$ cat src/rtl/xbus_arb_pkg.sv
// Shared types and defaults for the two-master controller bus arbiter.
package xbus_arb_pkg;

  typedef enum logic {
    ARB_OWN0 = 1'b0,
    ARB_OWN1 = 1'b1
  } arb_state_e;

  localparam int ARB_MAX_HOLD_DEF = 16;
  localparam int ARB_ADDR_W_DEF   = 16;
  localparam int ARB_DATA_W_DEF   = 32;

  function automatic int hold_w(input int max_hold);
    return $clog2(max_hold);
  endfunction

endpackage

$ cat src/rtl/xbus_arb_mux.sv
// Owner-selected 2:1 mux of the masters' {req, we, addr, wdata} onto the bus.
module xbus_arb_mux
  import xbus_arb_pkg::*;
#(
  parameter int ADDR_W = ARB_ADDR_W_DEF,
  parameter int DATA_W = ARB_DATA_W_DEF
) (
  input  arb_state_e        owner_i,
  input  logic              m0_req_i,
  input  logic              m0_we_i,
  input  logic [ADDR_W-1:0] m0_addr_i,
  input  logic [DATA_W-1:0] m0_wdata_i,
  input  logic              m1_req_i,
  input  logic              m1_we_i,
  input  logic [ADDR_W-1:0] m1_addr_i,
  input  logic [DATA_W-1:0] m1_wdata_i,
  output logic              req_o,
  output logic              we_o,
  output logic [ADDR_W-1:0] addr_o,
  output logic [DATA_W-1:0] wdata_o
);

  always_comb begin
    req_o   = m0_req_i;
    we_o    = m0_we_i;
    addr_o  = m0_addr_i;
    wdata_o = m0_wdata_i;
    case (owner_i)
      ARB_OWN0: begin
        req_o   = m0_req_i;
        we_o    = m0_we_i;
        addr_o  = m0_addr_i;
        wdata_o = m0_wdata_i;
      end
      ARB_OWN1: begin
        req_o   = m1_req_i;
        we_o    = m1_we_i;
        addr_o  = m1_addr_i;
        wdata_o = m1_wdata_i;
      end
      default: begin
        req_o   = m0_req_i;
        we_o    = m0_we_i;
        addr_o  = m0_addr_i;
        wdata_o = m0_wdata_i;
      end
    endcase
  end

endmodule

$ cat src/rtl/xbus_arb.sv
// Two-master bus arbiter with parked registered grant, lock bursts bounded by MAX_HOLD.
// Define ARB_FIXED_PRIO_EN to give master 0 strict priority instead of round-robin.
module xbus_arb
  import xbus_arb_pkg::*;
#(
  parameter int ADDR_W   = ARB_ADDR_W_DEF,
  parameter int DATA_W   = ARB_DATA_W_DEF,
  parameter int MAX_HOLD = ARB_MAX_HOLD_DEF
) (
  input  logic              clk,
  input  logic              rst,
  input  logic              m0_req,
  input  logic              m0_lock,
  input  logic              m0_we,
  input  logic [ADDR_W-1:0] m0_addr,
  input  logic [DATA_W-1:0] m0_wdata,
  output logic              m0_gnt,
  input  logic              m1_req,
  input  logic              m1_lock,
  input  logic              m1_we,
  input  logic [ADDR_W-1:0] m1_addr,
  input  logic [DATA_W-1:0] m1_wdata,
  output logic              m1_gnt,
  output logic [DATA_W-1:0] m_rdata,
  output logic              bus_sel,
  output logic              bus_we,
  output logic [ADDR_W-1:0] bus_addr,
  output logic [DATA_W-1:0] bus_wdata,
  input  logic [DATA_W-1:0] bus_rdata,
  output logic              owner
);

  localparam int               HOLD_W   = hold_w(MAX_HOLD);
  localparam logic [HOLD_W-1:0] HOLD_TOP = HOLD_W'(MAX_HOLD - 1);

  arb_state_e        state_q, state_d;
  logic [HOLD_W-1:0] hold_q, hold_d;
  logic              req_own_s, req_oth_s, lock_own_s, hold_top_s, switch_s;

  xbus_arb_mux #(
    .ADDR_W(ADDR_W),
    .DATA_W(DATA_W)
  ) u_mux (
    .owner_i   (state_q),
    .m0_req_i  (m0_req),
    .m0_we_i   (m0_we),
    .m0_addr_i (m0_addr),
    .m0_wdata_i(m0_wdata),
    .m1_req_i  (m1_req),
    .m1_we_i   (m1_we),
    .m1_addr_i (m1_addr),
    .m1_wdata_i(m1_wdata),
    .req_o     (req_own_s),
    .we_o      (bus_we),
    .addr_o    (bus_addr),
    .wdata_o   (bus_wdata)
  );

  always_ff @(posedge clk or posedge rst) begin
    if (rst) begin
      state_q <= ARB_OWN0;
      hold_q  <= '0;
    end else begin
      state_q <= state_d;
      hold_q  <= hold_d;
    end
  end

  always_comb begin
    state_d    = state_q;
    hold_d     = hold_q;
    switch_s   = 1'b0;
    req_oth_s  = m1_req;
    lock_own_s = m0_lock;
    hold_top_s = (hold_q == HOLD_TOP);
    case (state_q)
      ARB_OWN0: begin
        req_oth_s  = m1_req;
        lock_own_s = m0_lock;
      end
      ARB_OWN1: begin
        req_oth_s  = m0_req;
        lock_own_s = m1_lock;
      end
      default: begin
        req_oth_s  = m1_req;
        lock_own_s = m0_lock;
      end
    endcase
`ifdef ARB_FIXED_PRIO_EN
    // Master 0 never yields while it requests; master 1 yields unless a bounded lock holds it.
    case (state_q)
      ARB_OWN0: switch_s = m1_req & ~m0_req;
      ARB_OWN1: switch_s = m0_req & (~m1_req | ~lock_own_s | hold_top_s);
      default:  switch_s = 1'b0;
    endcase
`else
    switch_s = req_oth_s & (~req_own_s | ~lock_own_s | hold_top_s);
`endif
    if (switch_s) begin
      state_d = (state_q == ARB_OWN0) ? ARB_OWN1 : ARB_OWN0;
      hold_d  = '0;
    end else if (!req_oth_s) begin
      hold_d = '0;
    end else if (req_own_s && !hold_top_s) begin
      hold_d = hold_q + HOLD_W'(1);
    end else begin
      hold_d = hold_q;
    end
  end

  assign owner   = state_q;
  assign m0_gnt  = (state_q == ARB_OWN0);
  assign m1_gnt  = (state_q == ARB_OWN1);
  assign bus_sel = req_own_s;
  assign m_rdata = bus_rdata;

endmodule

$ cat config.mk
export PLATFORM = sky130hd
export DESIGN_NAME = xbus_arb
export DESIGN_NICKNAME = d
export VERILOG_FILES = /design/src/rtl/xbus_arb_pkg.sv /design/src/rtl/xbus_arb_mux.sv /design/src/rtl/xbus_arb.sv
export SDC_FILE = /design/constraint.sdc
export NUM_CORES = 1
export LEC_CHECK = 0
export ABC_CLOCK_PERIOD_IN_PS = 3600
export BUFFER_PORTS_ARGS = -buffer_cell sky130_fd_sc_hd__buf_2
export CAP_MARGIN = 5
export CORE_AREA = 10 10 77 79
export DETAILED_ROUTE_END_ITERATION = 10
export DIE_AREA = 0 0 87 89
export PLACE_DENSITY = 0.82
export SKIP_CTS_REPAIR_TIMING = 1
export SYNTH_ARGS = -nofsm -noshare
export SYNTH_HDL_FRONTEND = slang
export SYNTH_SLANG_ARGS = --single-unit
$ cat constraint.sdc
create_clock -name clk -period 3.6 [get_ports clk]
set_input_delay 0.72 -clock clk [delete_from_list [all_inputs] [get_ports clk]]
set_output_delay 0.72 -clock clk [all_outputs]
set_load 0.02 [all_outputs]
==> results of run 1 <==
## cell type report
| type | instances | area, um2 | share of cell area [%] |
|---|---|---|---|
| Tap cell | 54 | 67.6 | 3.93 |
| Timing Repair Buffer | 157 | 788 | 45.8 |
| Inverter | 3 | 11.3 | 0.655 |
| Multi-Input combinational cell | 66 | 682 | 39.6 |
| Sequential cell | 5 | 126 | 7.35 |
| Clock buffer | 4 | 45.0 | 2.62 |
## path summary, 6_finish.rpt
check                          start  depth (start not counted)      endpoint  slack (ns)
setup / recovery              m1_gnt                          2  bus_wdata[9]         1.0
hold / removal                   rst                          2     hold_q[3]        0.39
setup reg to reg              m1_gnt                          4     hold_q[3]        1.68
hold reg to reg            hold_q[0]                          1     hold_q[0]        0.46
max in group asynchronous        rst                          2        m1_gnt        3.01
min in group clk           hold_q[0]                          1     hold_q[0]        0.46
## cells in the final DEF (no fill, tap or decap), types with 2 or more instances in the layout
cell type and n:
sky130_fd_sc_hd__dfrtp_1 4, sky130_fd_sc_hd__mux2_2 50, sky130_fd_sc_hd__nor2_1 5, sky130_fd_sc_hd__clkbuf_8 3
sky130_fd_sc_hd__buf_2 156, sky130_fd_sc_hd__inv_1 3, sky130_fd_sc_hd__nand3_1 2
## through the flow
stage	instances	utilization [%]	power [mW]	hold WS (ns)
4_1_cts	289	37.9	0.654	0.399
2_1_floorplan	113	-	0.461	0.428
5_1_grt	289	37.9	0.689	0.409
6_report	289	37.9	0.642	0.394
3_3_place_gp	285	36.9	0.536	0.442
3_5_place_dp	285	36.9	0.546	0.458
## metal layers
metal / up-vias / track usage [%] / wire [um]
met4: 0 / 3.24 / 37
met1: 553 / 9.40 / 1420
met3: 7 / 5.01 / 700
met2: 92 / 23.5 / 2950
li1: 603 / - / -
met5: - / 0 / 0
## registers in the layout, indices dropped and copies added, names as in the netlist
signal / flops
m1_gnt: 1
hold_q: 4
## power breakdown
group	total, mW	switching [mW]	internal [mW]	leakage (nW)
clock network	0.103	0.0275	0.0760	0.0228
registers	0.104	0.0446	0.0596	0.0659
logic	0.434	0.215	0.219	0.870
total	0.642	0.287	0.355	0.959
## kinds of logic (layout without fill, tap and decap cells)
kind of cell | after synthesis | count (layout) | share of synthesized area [%]
xor gates and xnor gates | 2 | 2 | 1.55
buffers and inverters | 42 | 164 | 28.8
DFF | 5 | 5 | 11.0
and+or+nand+nor | 11 | 11 | 5.96
AOI/OAI and AO/OA | 1 | 1 | 0.552
adders and majority gates | 1 | 1 | 1.10
muxes | 51 | 51 | 51.0
==> impl_results.rst, run 1 <==
.. list-table::
   :header-rows: 1

   * - Metric
     - Value
   * - Boundary pin count
     - 221
   * - Routed via count
     - 1255
   * - Floorplan row count
     - 25
   * - Total core area
     - 4540 um2
   * - Initial antenna violation count
     - 0
   * - Leading cell types by total area after synthesis
     - sky130_fd_sc_hd__mux2_2 50%, sky130_fd_sc_hd__buf_4 22%, sky130_fd_sc_hd__dfrtp_1 11%, sky130_fd_sc_hd__buf_6 6.0%, sky130_fd_sc_hd__nand4_4 1.9%
   * - Post-placement worst setup slack
     - 1.20 ns
   * - Syn avg cell area
     - 10.0 um2
   * - Hold Violations, Final
     - 0
   * - Total power per unit cell area
     - 373 nW/um2
   * - Horizontal die dimension
     - 87 um
   * - Pin count of the biggest net entering global routing
     - 54
   * - CTS clock-pin slew for the worst setup and hold paths
     - 0.04 ns
   * - Wirelength, routed
     - 5110 um
   * - Ratio of routed vias to standard cells
     - 4.34
   * - Crit path cell chain
     - mux2_2, buf_2
   * - Nature of the critical path startpoint
     - flop
   * - Detailed-route wire length per cell
     - 17.7 um
   * - Final setup skew
     - 0.00301 ns
   * - Count of state elements after synthesis
     - 5
   * - Count leader, synth
     - sky130_fd_sc_hd__mux2_2
   * - Net count after synthesis
     - 250
   * - Worst endpoint data arrival time
     - 1.88 ns
   * - Worst relative slew slack
     - 29.7%
   * - Synth-to-layout area growth
     - 51.8%
   * - Combined area of all synthesized cells
     - 1130 um2
   * - Worst Setup Slack, final
     - 0.998 ns
   * - Total half-perimeter wirelength after legalization and detailed placement
     - 4660 um
   * - Final count of negative-setup-slack endpoints
     - 0
   * - Wire length of the first global-routing pass
     - 7270 um
   * - FMAX
     - 384 MHz
   * - Netlist cell types
     - 16
   * - Crit Path Max Fanout
     - 53
   * - Crit Path Class
     - reg -> out
   * - Number of flops mapped to enable cells by yosys
     - 0
   * - Number of clock sinks
     - 5
   * - Slowest stage cell, crit path
     - sky130_fd_sc_hd__dfrtp_2
   * - Buffers added on ports
     - 156
   * - Period utilization
     - 72.3%
   * - FILL cells
     - 486
   * - Number of nets in the finished design
     - 373
   * - TritonCTS buffer count
     - 3
   * - Worst-skew pair later-pin latency
     - 0.22 ns
   * - Cell family contributing the most delay on the critical path
     - flip-flops
   * - Sequential cell area fraction in the yosys report
     - 11.0%
   * - Period minus WS final
     - 2.60 ns
   * - RSZ-0062 raised after global routing
     - false
   * - Clock tree from TritonCTS
     - yes
   * - CP required
     - 2.88 ns
   * - Warning count from the yosys run
     - 0
   * - Gr usage total
     - 11.4%
   * - Outcome
     - completed
   * - Biggest area consumer among synthesized cells
     - sky130_fd_sc_hd__mux2_2
   * - VDD IR max
     - 344 uV
   * - Transition at the pin with the smallest max-transition slack
     - 1.05 ns
   * - Die Area
     - 7740 um2
   * - CTS Root Cell
     - sky130_fd_sc_hd__clkbuf_8
   * - CP peak stage delay
     - 1.04 ns
   * - Count of inserted antenna diode cells
     - 0
   * - First-pass iteration count of the detailed router
     - 3
   * - Ranking of synthesized cells by instance count
     - 50 x sky130_fd_sc_hd__mux2_2, 33 x sky130_fd_sc_hd__buf_4, 6 x sky130_fd_sc_hd__buf_6
   * - Crit path buf inv count
     - 1
   * - RD Place Congestion
     - 0.741
   * - Static leakage
     - 0.959 nW
   * - DRC violations left
     - 0
   * - Yosys top cell area share
     - 49.7%
   * - Detailed router's first-iteration violation count
     - 7
   * - Remaining antenna violation count after routing
     - 0
   * - Setup Total Neg Slack
     - 0 ns
   * - Maximum number of buffers from clock root to sink
     - 2
   * - Number of maximum-capacitance constraint violations
     - 0
   * - Final instance area
     - 1720 um2
   * - Floorplan die height
     - 89 um
   * - Class of the most critical hold timing path
     - in -> async
   * - Depth of the CTS H-tree
     - 1
   * - Final count of pins violating max slew
     - 0
   * - Via count of the first global-routing pass
     - 1359
   * - Placed cell area
     - 1680 um2
   * - Layout cell share with drive strength beyond 1
     - 90.6%
   * - Initial cell density of the core
     - 25.0%
   * - Share of flip-flops with an asynchronous set or reset
     - 100%
   * - Synthesized instance count
     - 113
   * - Primary FF master, synth
     - sky130_fd_sc_hd__dfrtp_1
   * - GRT overflow
     - 0
   * - Capturing element type of the critical path
     - output pin
Power figures use the tool's default switching activity.
==> run 2: changes to the inputs <==
--- a/config.mk
+++ b/config.mk
@@ -5,13 +5,14 @@
 export SDC_FILE = /design/constraint.sdc
 export NUM_CORES = 1
 export LEC_CHECK = 0
-export ABC_CLOCK_PERIOD_IN_PS = 3600
+export ABC_AREA = 1
+export ABC_CLOCK_PERIOD_IN_PS = 2200
 export BUFFER_PORTS_ARGS = -buffer_cell sky130_fd_sc_hd__buf_2
 export CAP_MARGIN = 5
-export CORE_AREA = 10 10 77 79
+export CORE_MARGIN = 10
+export CORE_UTILIZATION = 23
 export DETAILED_ROUTE_END_ITERATION = 10
-export DIE_AREA = 0 0 87 89
-export PLACE_DENSITY = 0.82
+export PLACE_DENSITY = 0.77
 export SKIP_CTS_REPAIR_TIMING = 1
 export SYNTH_ARGS = -nofsm -noshare
 export SYNTH_HDL_FRONTEND = slang
==> constraint.sdc (replaced) <==
create_clock -name clk -period 2.2 [get_ports clk]
set_input_delay 0.44 -clock clk [delete_from_list [all_inputs] [get_ports clk]]
set_output_delay 0.44 -clock clk [all_outputs]
set_load 0.02 [all_outputs]
==> run 2 against run 1 <==
Compared with the run above:
- cell area up 2.4%
- clock skew down 0.0025 ns
- cell count up 41%
- first-iteration DRC count rose to 5.7 times the previous value
- global-route usage up 1.1 points
- setup slack worse by 0.56 ns
- area after synthesis up 0.55%
- critical path type unchanged
==> impl_results.rst, run 2 <==
.. list-table::
   :header-rows: 1

   * - Metric
     - Value
   * - Crit Path Class
     - reg -> out
   * - Hold Violations, Final
     - 0
   * - Clock tree from TritonCTS
     - yes
   * - Number of flip-flops under the largest register name
     - 4
   * - First-pass iteration count of the detailed router
     - 4
   * - Crit path cell chain
     - inv_6, nand2_2, nand2_2, buf_2
   * - TritonCTS buffer count
     - 3
   * - Floorplan die height
     - 90.4 um
   * - Number of clock sinks
     - 5
   * - Post-placement worst setup slack
     - 0.664 ns
   * - CP required
     - 1.76 ns
   * - Nature of the critical path startpoint
     - flop
   * - Share of flip-flops with an asynchronous set or reset
     - 100%
   * - Buffers added on ports
     - 156
   * - Detailed-route wire length per cell
     - 13.6 um
   * - Cell family contributing the most delay on the critical path
     - buffers and inverters
   * - Worst Setup Slack, final
     - 0.442 ns
   * - Primary FF master, synth
     - sky130_fd_sc_hd__dfrtp_1
   * - Net count after synthesis
     - 360
   * - Final count of pins violating max slew
     - 0
   * - Capturing element type of the critical path
     - output pin
   * - Worst endpoint data arrival time
     - 1.32 ns
   * - Count leader, synth
     - sky130_fd_sc_hd__nand2_1
   * - Transition at the pin with the smallest max-transition slack
     - 0.368 ns
   * - Static leakage
     - 1.23 nW
   * - Period utilization
     - 79.9%
   * - Biggest area consumer among synthesized cells
     - sky130_fd_sc_hd__nand2_1
   * - Outcome
     - completed
   * - Pin count of the biggest net entering global routing
     - 56
   * - Final setup skew
     - 0.000548 ns
   * - Detailed router's first-iteration violation count
     - 40
   * - CTS Root Cell
     - sky130_fd_sc_hd__clkbuf_8
   * - Worst path most repeated cell
     - sky130_fd_sc_hd__nand2_2
   * - Number of maximum-capacitance constraint violations
     - 0
   * - Layout cell share with drive strength beyond 1
     - 49.4%
   * - Maximum number of buffers from clock root to sink
     - 2
   * - Initial antenna violation count
     - 0
   * - Synth-to-layout area growth
     - 54.6%
   * - Sequential cell area fraction in the yosys report
     - 11.0%
   * - Syn avg cell area
     - 5.11 um2
   * - Routed via count
     - 1679
   * - Remaining antenna violation count after routing
     - 0
   * - Wire length of the first global-routing pass
     - 8800 um
   * - Die Area
     - 8170 um2
   * - Via count of the first global-routing pass
     - 1797
   * - Count of inserted antenna diode cells
     - 0
   * - RSZ-0062 raised after global routing
     - false
   * - FMAX
     - 569 MHz
   * - Period minus WS final
     - 1.76 ns
   * - Leading cell types in the layout, fill and taps excluded
     - 156 x sky130_fd_sc_hd__nand2_1, 156 x sky130_fd_sc_hd__buf_2, 4 x sky130_fd_sc_hd__nand2_2, 4 x sky130_fd_sc_hd__nor2_1, 4 x sky130_fd_sc_hd__dfrtp_1
   * - Leading cell types by total area after synthesis
     - sky130_fd_sc_hd__nand2_1 51%, sky130_fd_sc_hd__buf_4 22%, sky130_fd_sc_hd__dfrtp_1 11%, sky130_fd_sc_hd__buf_2 4.4%, sky130_fd_sc_hd__nand2_2 2.2%
   * - Ratio of routed vias to standard cells
     - 4.13
   * - Depth of the CTS H-tree
     - 1
   * - RD Place Congestion
     - 0.809
   * - Worst-skew pair later-pin latency
     - 0.22 ns
   * - GRT overflow
     - 0
   * - Total power per unit cell area
     - 1220 nW/um2
   * - Number of flops mapped to enable cells by yosys
     - 0
   * - Yosys top cell area share
     - 51.4%
   * - Number of nets in the finished design
     - 478
   * - DRC violations left
     - 0
   * - Worst hold slack
     - 0.105 ns
   * - CTS clock-pin slew for the worst setup and hold paths
     - 0.04 ns
   * - Horizontal die dimension
     - 90.4 um
   * - VDD IR max
     - 623 uV
   * - Combined area of all synthesized cells
     - 1140 um2
   * - Gr usage total
     - 12.5%
   * - FILL cells
     - 520
   * - Worst relative slew slack
     - 75.5%
   * - Total core area
     - 4750 um2
   * - Crit Path Max Fanout
     - 54
   * - Slowest stage cell, crit path
     - sky130_fd_sc_hd__dfrtp_2
   * - Wirelength, routed
     - 5560 um
   * - Setup Total Neg Slack
     - 0 ns
   * - Utilization after layout
     - 37.1%
   * - Final count of negative-setup-slack endpoints
     - 0
   * - Warning count from the yosys run
     - 0
   * - Count of state elements after synthesis
     - 5
   * - Ranking of synthesized cells by instance count
     - 156 x sky130_fd_sc_hd__nand2_1, 33 x sky130_fd_sc_hd__buf_4, 10 x sky130_fd_sc_hd__buf_2
   * - Largest reg by FF count
     - hold_q
   * - Netlist cell types
     - 15
   * - Initial cell density of the core
     - 24.0%
   * - Crit path buf inv count
     - 2
   * - Total half-perimeter wirelength after legalization and detailed placement
     - 4800 um
   * - Boundary pin count
     - 221
   * - Synthesized instance count
     - 223
   * - Floorplan row count
     - 25
   * - Class of the most critical hold timing path
     - in -> async
   * - CP peak stage delay
     - 0.44 ns
run 2: kinds of logic (layout without fill, tap and decap cells):
| group | count (synthesis) | after routing | synth area share (%) |
|---|---|---|---|
| xor+xnor | 2 | 2 | 1.54 |
| fa+ha+maj | 1 | 1 | 1.10 |
| buf+inv | 46 | 163 | 28.2 |
| flops | 5 | 5 | 11.0 |
| simple gates | 169 | 169 | 58.2 |
run 2: worst paths after layout:
check,slack (ns),to,depth (start not counted),from
max reg2reg,0.88,m1_gnt,6,m1_gnt
max in group asynchronous,1.91,m1_gnt,2,rst
max,0.44,bus_sel,4,m1_gnt
min,0.11,hold_q[3],2,rst
min reg2reg,0.48,hold_q[0],1,hold_q[0]
min in group clk,0.48,hold_q[0],1,hold_q[0]
run 2: area by class of cell:
type	instances	area, um2	area share (%)
Timing Repair Buffer	157	801	45.5
Multi-Input combinational cell	172	693	39.3
Sequential cell	5	126	7.17
Tap cell	67	83.8	4.76
Clock buffer	4	45.0	2.56
Inverter	2	12.5	0.710
run 2: report_power, final:
part | switching, mW | internal, mW
clock | 0.0458 | 0.124
sequential | 0.0225 | 0.109
combinational | 1.27 | 0.575
total | 1.34 | 0.809
run 2: metal layers:
metal / share of wire (%) / vias to the layer above / global-route usage (%) / wire, um
met5: 0 / - / 0 / 0
met4: 2.8 / 0 / 4.91 / 153
met3: 16 / 14 / 7.73 / 904
met2: 44 / 134 / 20.4 / 2430
met1: 37 / 667 / 12.8 / 2070
li1: - / 864 / - / -
run 2: through the flow:
| stage | instance area (um2) | total power, mW | std cells |
|---|---|---|---|
| 2_1_floorplan | 1140 | 1.49 | 223 |
| 3_3_place_gp | 1720 | 1.98 | 403 |
| 3_5_place_dp | 1720 | 2.01 | 403 |
| 4_1_cts | 1760 | 2.19 | 407 |
| 5_1_grt | 1760 | 2.39 | 407 |
| 6_report | 1760 | 2.15 | 407 |
